$ cat config.mk
export PLATFORM = sky130hd
export DESIGN_NAME = sdram_linefetch
export DESIGN_NICKNAME = d
export VERILOG_FILES = /design/src/rtl/sdram_linefetch.sv
export SDC_FILE = /design/constraint.sdc
export NUM_CORES = 1
export LEC_CHECK = 0
export ABC_AREA = 1
export BUFFER_PORTS_ARGS = -buffer_cell sky130_fd_sc_hd__buf_2
export CORE_MARGIN = 8
export CORE_UTILIZATION = 45
export DETAILED_ROUTE_END_ITERATION = 12
export HOLD_SLACK_MARGIN = 0.02
export SYNTH_ARGS = -nofsm -noshare
export SYNTH_HDL_FRONTEND = slang
export SYNTH_SLANG_ARGS = --single-unit
export TNS_END_PERCENT = 10
$ cat constraint.sdc
create_clock -name clk -period 1.95 [get_ports clk]
set_input_delay 0.0975 -clock clk [delete_from_list [all_inputs] [get_ports clk]]
set_output_delay 0.0975 -clock clk [all_outputs]
set_load 0.01 [all_outputs]
$ cat src/rtl/sdram_linefetch.sv
// Sequential read prefetcher: issues one-at-a-time word reads to the SDRAM
// controller and buffers the returned words in a show-ahead FIFO.
module sdram_linefetch #(
  parameter int XWIDTH  = 20,
  parameter int DWIDTH  = 16,
  parameter int LENBITS = 16,
  parameter int FIFO_AW = 4
) (
  input  logic               clk,
  input  logic               rst_n,
  input  logic               start,
  input  logic [XWIDTH-1:0]  base_addr,
  input  logic [LENBITS-1:0] length,
  input  logic               abort,
  output logic               busy,
  output logic               done,
  output logic [DWIDTH-1:0]  out_data,
  output logic               out_valid,
  input  logic               out_ready,
  output logic [XWIDTH-1:0]  mem_rd_addr,
  output logic               mem_rd_req,
  input  logic [DWIDTH-1:0]  mem_rd_data,
  input  logic               mem_rd_valid
);

  localparam int DEPTH = 1 << FIFO_AW;

  localparam logic [1:0] S_IDLE  = 2'd0;
  localparam logic [1:0] S_RUN   = 2'd1;
  localparam logic [1:0] S_WAIT  = 2'd2;
  localparam logic [1:0] S_DRAIN = 2'd3;

  logic [1:0]         state;
  logic [XWIDTH-1:0]  addr;
  logic [LENBITS-1:0] remaining;

  logic [DWIDTH-1:0]  fifo_mem [DEPTH];
  logic [FIFO_AW-1:0] wr_ptr;
  logic [FIFO_AW-1:0] rd_ptr;
  logic [FIFO_AW:0]   count;

  logic push;
  logic pop;
  logic flush;
  logic fifo_full;

  // Occupancy never exceeds DEPTH, so its MSB alone marks a full FIFO.
  assign fifo_full = count[FIFO_AW];
  assign out_valid = (count != '0);
  assign out_data  = fifo_mem[rd_ptr];

  always_comb begin
    push  = (state == S_WAIT) && mem_rd_valid && !abort;
    pop   = out_valid && out_ready;
    flush = (((state == S_IDLE) || (state == S_RUN)) && abort) ||
            (((state == S_WAIT) && abort) || (state == S_DRAIN)) && mem_rd_valid;
  end

  // NOTE: storage has no reset; out_valid gates it, and a reset would force flops instead of RAM.
  always_ff @(posedge clk) begin
    if (push) begin
      fifo_mem[wr_ptr] <= mem_rd_data;
    end
  end

  always_ff @(posedge clk or negedge rst_n) begin
    if (!rst_n) begin
      wr_ptr <= '0;
      rd_ptr <= '0;
      count  <= '0;
    end else if (flush) begin
      wr_ptr <= '0;
      rd_ptr <= '0;
      count  <= '0;
    end else begin
      if (push) wr_ptr <= wr_ptr + FIFO_AW'(1);
      if (pop)  rd_ptr <= rd_ptr + FIFO_AW'(1);
      case ({push, pop})
        2'b10:   count <= count + (FIFO_AW+1)'(1);
        2'b01:   count <= count - (FIFO_AW+1)'(1);
        default: count <= count;
      endcase
    end
  end

  always_ff @(posedge clk or negedge rst_n) begin
    if (!rst_n) begin
      state       <= S_IDLE;
      addr        <= '0;
      remaining   <= '0;
      busy        <= 1'b0;
      done        <= 1'b0;
      mem_rd_req  <= 1'b0;
      mem_rd_addr <= '0;
    end else begin
      done <= 1'b0;
      case (state)
        S_IDLE: begin
          if (start && !abort) begin
            if (length != '0) begin
              addr      <= base_addr;
              remaining <= length;
              busy      <= 1'b1;
              state     <= S_RUN;
            end else begin
              done <= 1'b1;
            end
          end
        end
        S_RUN: begin
          if (abort) begin
            busy  <= 1'b0;
            state <= S_IDLE;
          end else if ((remaining != '0) && !fifo_full) begin
            mem_rd_req  <= 1'b1;
            mem_rd_addr <= addr;
            state       <= S_WAIT;
          end
        end
        S_WAIT: begin
          if (mem_rd_valid) begin
            mem_rd_req <= 1'b0;
            if (abort) begin
              busy  <= 1'b0;
              state <= S_IDLE;
            end else begin
              addr      <= addr + XWIDTH'(1);
              remaining <= remaining - LENBITS'(1);
              if (remaining == LENBITS'(1)) begin
                done  <= 1'b1;
                busy  <= 1'b0;
                state <= S_IDLE;
              end else begin
                state <= S_RUN;
              end
            end
          end else if (abort) begin
            // The controller cannot cancel a read; keep requesting until it returns.
            state <= S_DRAIN;
          end
        end
        S_DRAIN: begin
          if (mem_rd_valid) begin
            mem_rd_req <= 1'b0;
            busy       <= 1'b0;
            state      <= S_IDLE;
          end
        end
        default: state <= S_IDLE;
      endcase
    end
  end

endmodule

==> key figures <==
Run status
  • Status: finished with violations
  • Failing checks: setup timing

Setup path
  • CP Max Fanout: 73
  • CP arrival: approximately 2.2 ns
  • Setup crit end kind: output port
  • Kind of critical path: reg2out
  • Worst EP required: 1.85 ns
  • Crit start category: flip-flop

Detailed routing
  • Vias: roughly 11000
  • Post-Route WL: ~40 mm
  • Post-DRT Antenna Nets: 0
  • DRT iter0 DRCs: 943
  • Routed length per instance: 18.79 um
  • Vias per cell: 5.334
  • Residual DRC: 0
  • Drt pass-1 iters: 5

Global route
  • Vias in the first global route: about 11000
  • GRT overflow: 0
  • First-pass GRT wire length: between 60 and 70 mm
  • Largest net degree at the start of global routing: 74
  • Antenna violations before repair: 2
  • All-Layer GR Usage: around a fifth

Final layout
  • Share of cells above drive strength 1: between 15 and 20%
  • P&R area growth vs syn: 23.38%
  • N_diodes: 0
  • Fin nets: ~1700

STA
  • F_max: ~430 MHz
  • Final setup skew: between 0.015 and 0.02 ns
  • Final setup fails: 16
  • Final Hold Vio Count: 0
  • Max-slew violations: 0
  • Setup WS post-layout: -0.3531 ns
  • RSZ-0062 raised after global routing: true
  • Relative slew slack: between 50% and 60%
  • Least-Margin Pin Slew: roughly 0.67 ns
  • Tmin final: between 2 and 2.5 ns
  • Final worst-path cycle share: 118.1%

Yosys
  • Yosys warning count: 0
  • Ys async rst share: approximately 22%
  • Syn Std Cell Area: 14700 sq um
  • Yosys cell types: 39
  • Yosys top cell area share: between 50% and 60%
  • Net count after synthesis: about 1500
  • Synth Flop Type: edfxtp_1
  • Number of enable flip-flop cells after synthesis: 256
  • Synth cell count leaders: nand2_1 (299), edfxtp_1 (256), nor2_1 (242), o21ai_0 (174), dfrtp_1 (74)
  • Synth Register Bits: 330
  • Syn Area/Cell: between 10 and 15 sq um
  • Seq/Total Area, Yosys: 64.91%
  • Largest cells by area after synthesis: edfxtp_1 (52%), dfrtp_1 (13%), nand2_1 (7.6%), nor2_1 (6.2%), o21ai_0 (5.9%)
  • Most common cell in the netlist: nand2_1
  • Mapped Cells: 1426
  • Synth area leader: edfxtp_1

Clock network
  • Root buf cell: clkbuf_16
  • Max clock buf depth: 3
  • Clk Latency, worst-skew pair: between 0.5 and 0.6 ns
  • Clock sinks: between 300 and 400
  • CTS clk-pin slew, worst paths: approximately 0.060 ns
  • CTS Buf Count: 36
  • CTS tree: done
  • H-tree depth: 2

Pwr
  • Reg power frac: 37.5%
  • Worst vdd ir: ~800 uV
  • Switching power: between 8 and 9 mW
  • Cell Pwr Density: roughly 1300 nW/um^2
  • Internal: 15.21 mW
  • Pleak: 7.035 nW
  • Combinational power share: between 30% and 40%
  • Final Power: around 24 mW
  • Clk pwr share: roughly 28%
  • Switch share: roughly 36%

Placement
  • Final HPWL DP: about 24 mm
  • Place WS: 0.07764 ns
  • Gp weighted congestion: 0.8638
  • Port Buffer Count: 97

Floorplanning
  • Core Area: roughly 32000 sq um
  • Die Wd: 196.7 um
  • Row count: 66
  • Die area: 38690 sq um
  • I/O Pins: 98
  • Die height: between 150 and 200 um
  • Starting Density: a little under half

Job
  • Max_cap viols: 0

Hold path
  • Min-Delay Path Class: in2async
==> cells by family (layout without fill, tap and decap cells) <==
| family | Yosys count | in the layout | share of synthesized area (%) |
|---|---|---|---|
| AND/OR/NAND/NOR | 643 | 643 | 17.85 |
| XOR/XNOR | 7 | 7 | 0.4172 |
| AO/OA/AOI/OAI | 287 | 287 | 11.38 |
| flip-flops | 330 | 330 | 64.91 |
| buffers and inverters | 146 | 369 | 4.291 |
| adder cells (fa/ha/maj) | 13 | 13 | 1.158 |
==> worst paths after layout <==
check                               start               to  cells past startpoint  slack (ns)
min in group clk                out_ready         count[4]                      6        0.07
max reg2reg                      state[0]         count[4]                     15        0.05
min reg2reg                mem_rd_addr[0]   mem_rd_addr[0]                      2        0.47
max in group asynchronous           rst_n  mem_rd_addr[12]                      3        1.30
min                                 rst_n     remaining[8]                      2        0.04
max                             rd_ptr[0]     out_data[11]                      7       -0.35
==> routing by layer <==
metal / share of wire [%] / global-route usage [%] / vias to the layer above
met2: 46 / 31.58 / 295
li1: - / - / 5332
met3: 5.3 / 3.650 / 69
met5: 0.059 / 0 / -
met1: 46 / 28.35 / 5454
met4: 2.0 / 5.127 / 4
==> timing repair <==
item / CTS / global route
resized for setup: 13 / 28
pin swaps: 2 / 6
cloned: 3 / 2
hold buffers: 57 / 0
endpoints found under the setup margin: 16 / 54
setup buffers: 1 / 1
hold endpoints to repair: 368 / 0
==> registers in the layout, indices dropped and copies added (netlist names) <==
name and flops:
remaining 16, fifo_mem 256, mem_rd_req 1, rd_ptr 4, mem_rd_addr 20, done 1, addr 20, count 5
state 2, busy 1, wr_ptr 4
==> cell usage in the layout (no fill, tap or decap), drive strengths merged <==
| cell | count |
|---|---|
| xnor2 | 1 |
| buf | 168 |
| bufinv | 3 |
| dfrtp | 74 |
| nand2 | 305 |
| o2bb2ai | 1 |
| or2 | 3 |
| clkinv | 18 |
| nor3 | 1 |
| a21oi | 22 |
| o22ai | 3 |
| o221ai | 17 |
| a31oi | 1 |
| o21ai | 195 |
| a211oi | 1 |
| inv | 76 |
| and3 | 1 |
| nand3b | 5 |
| clkinvlp | 2 |
| ha | 12 |
| o211ai | 47 |
| nand4 | 10 |
| fa | 1 |
| nor2 | 251 |
| edfxtp | 256 |
| clkbuf | 45 |
| dlygate4sd3 | 57 |
| xor2 | 6 |
| nand3 | 67 |
==> stage by stage <==
step           util (%)  instance area (sq um)  std cells  setup TNS [ns]  hold slack (ns)
2_1_floorplan         -                  14700       1426          -52.10          -0.1981
3_3_place_gp      49.98                  16180       1962               0          0.06077
3_5_place_dp      49.98                  16180       1962               0          0.06330
4_1_cts           55.71                  18030       2088          -4.801          0.05222
5_1_grt           56.01                  18130       2091          -6.830          0.07399
6_report          56.01                  18130       2091          -4.703          0.04083
==> power groups by stage <==
| stage | clock (mW) | sequential [mW] | combinational, mW |
|---|---|---|---|
| after floorplan | 0 | 8.97 | 5.16 |
| after global placement | 0 | 9.02 | 7.50 |
| after detailed placement | 0 | 9.04 | 7.60 |
| after CTS | 6.76 | 8.94 | 8.09 |
| after global routing | 7.03 | 9.07 | 9.27 |
| final | 6.64 | 8.97 | 8.29 |
==> area by class of cell <==
type                    instances  area [sq um]
inverters                      77         306.5
well taps                     442         553.0
clock inverters                22         212.7
clock buffers                  43         937.1
fillers                      2838         14240
multi-input cells             950          4598
repair buffers                227          1978
flip-flops and latches        330          9545
==> worst max-delay path: stages, from the launching register on <==
cell and delay, ns:
dfrtp_4 0.56, buf_16 0.29, a21oi_1 0.11, o21ai_0 0.10
o21ai_1 0.10, o211ai_1 0.20, nand2_2 0.12, buf_2 0.15
No activity file was read; power rests on OpenSTA's default activity.
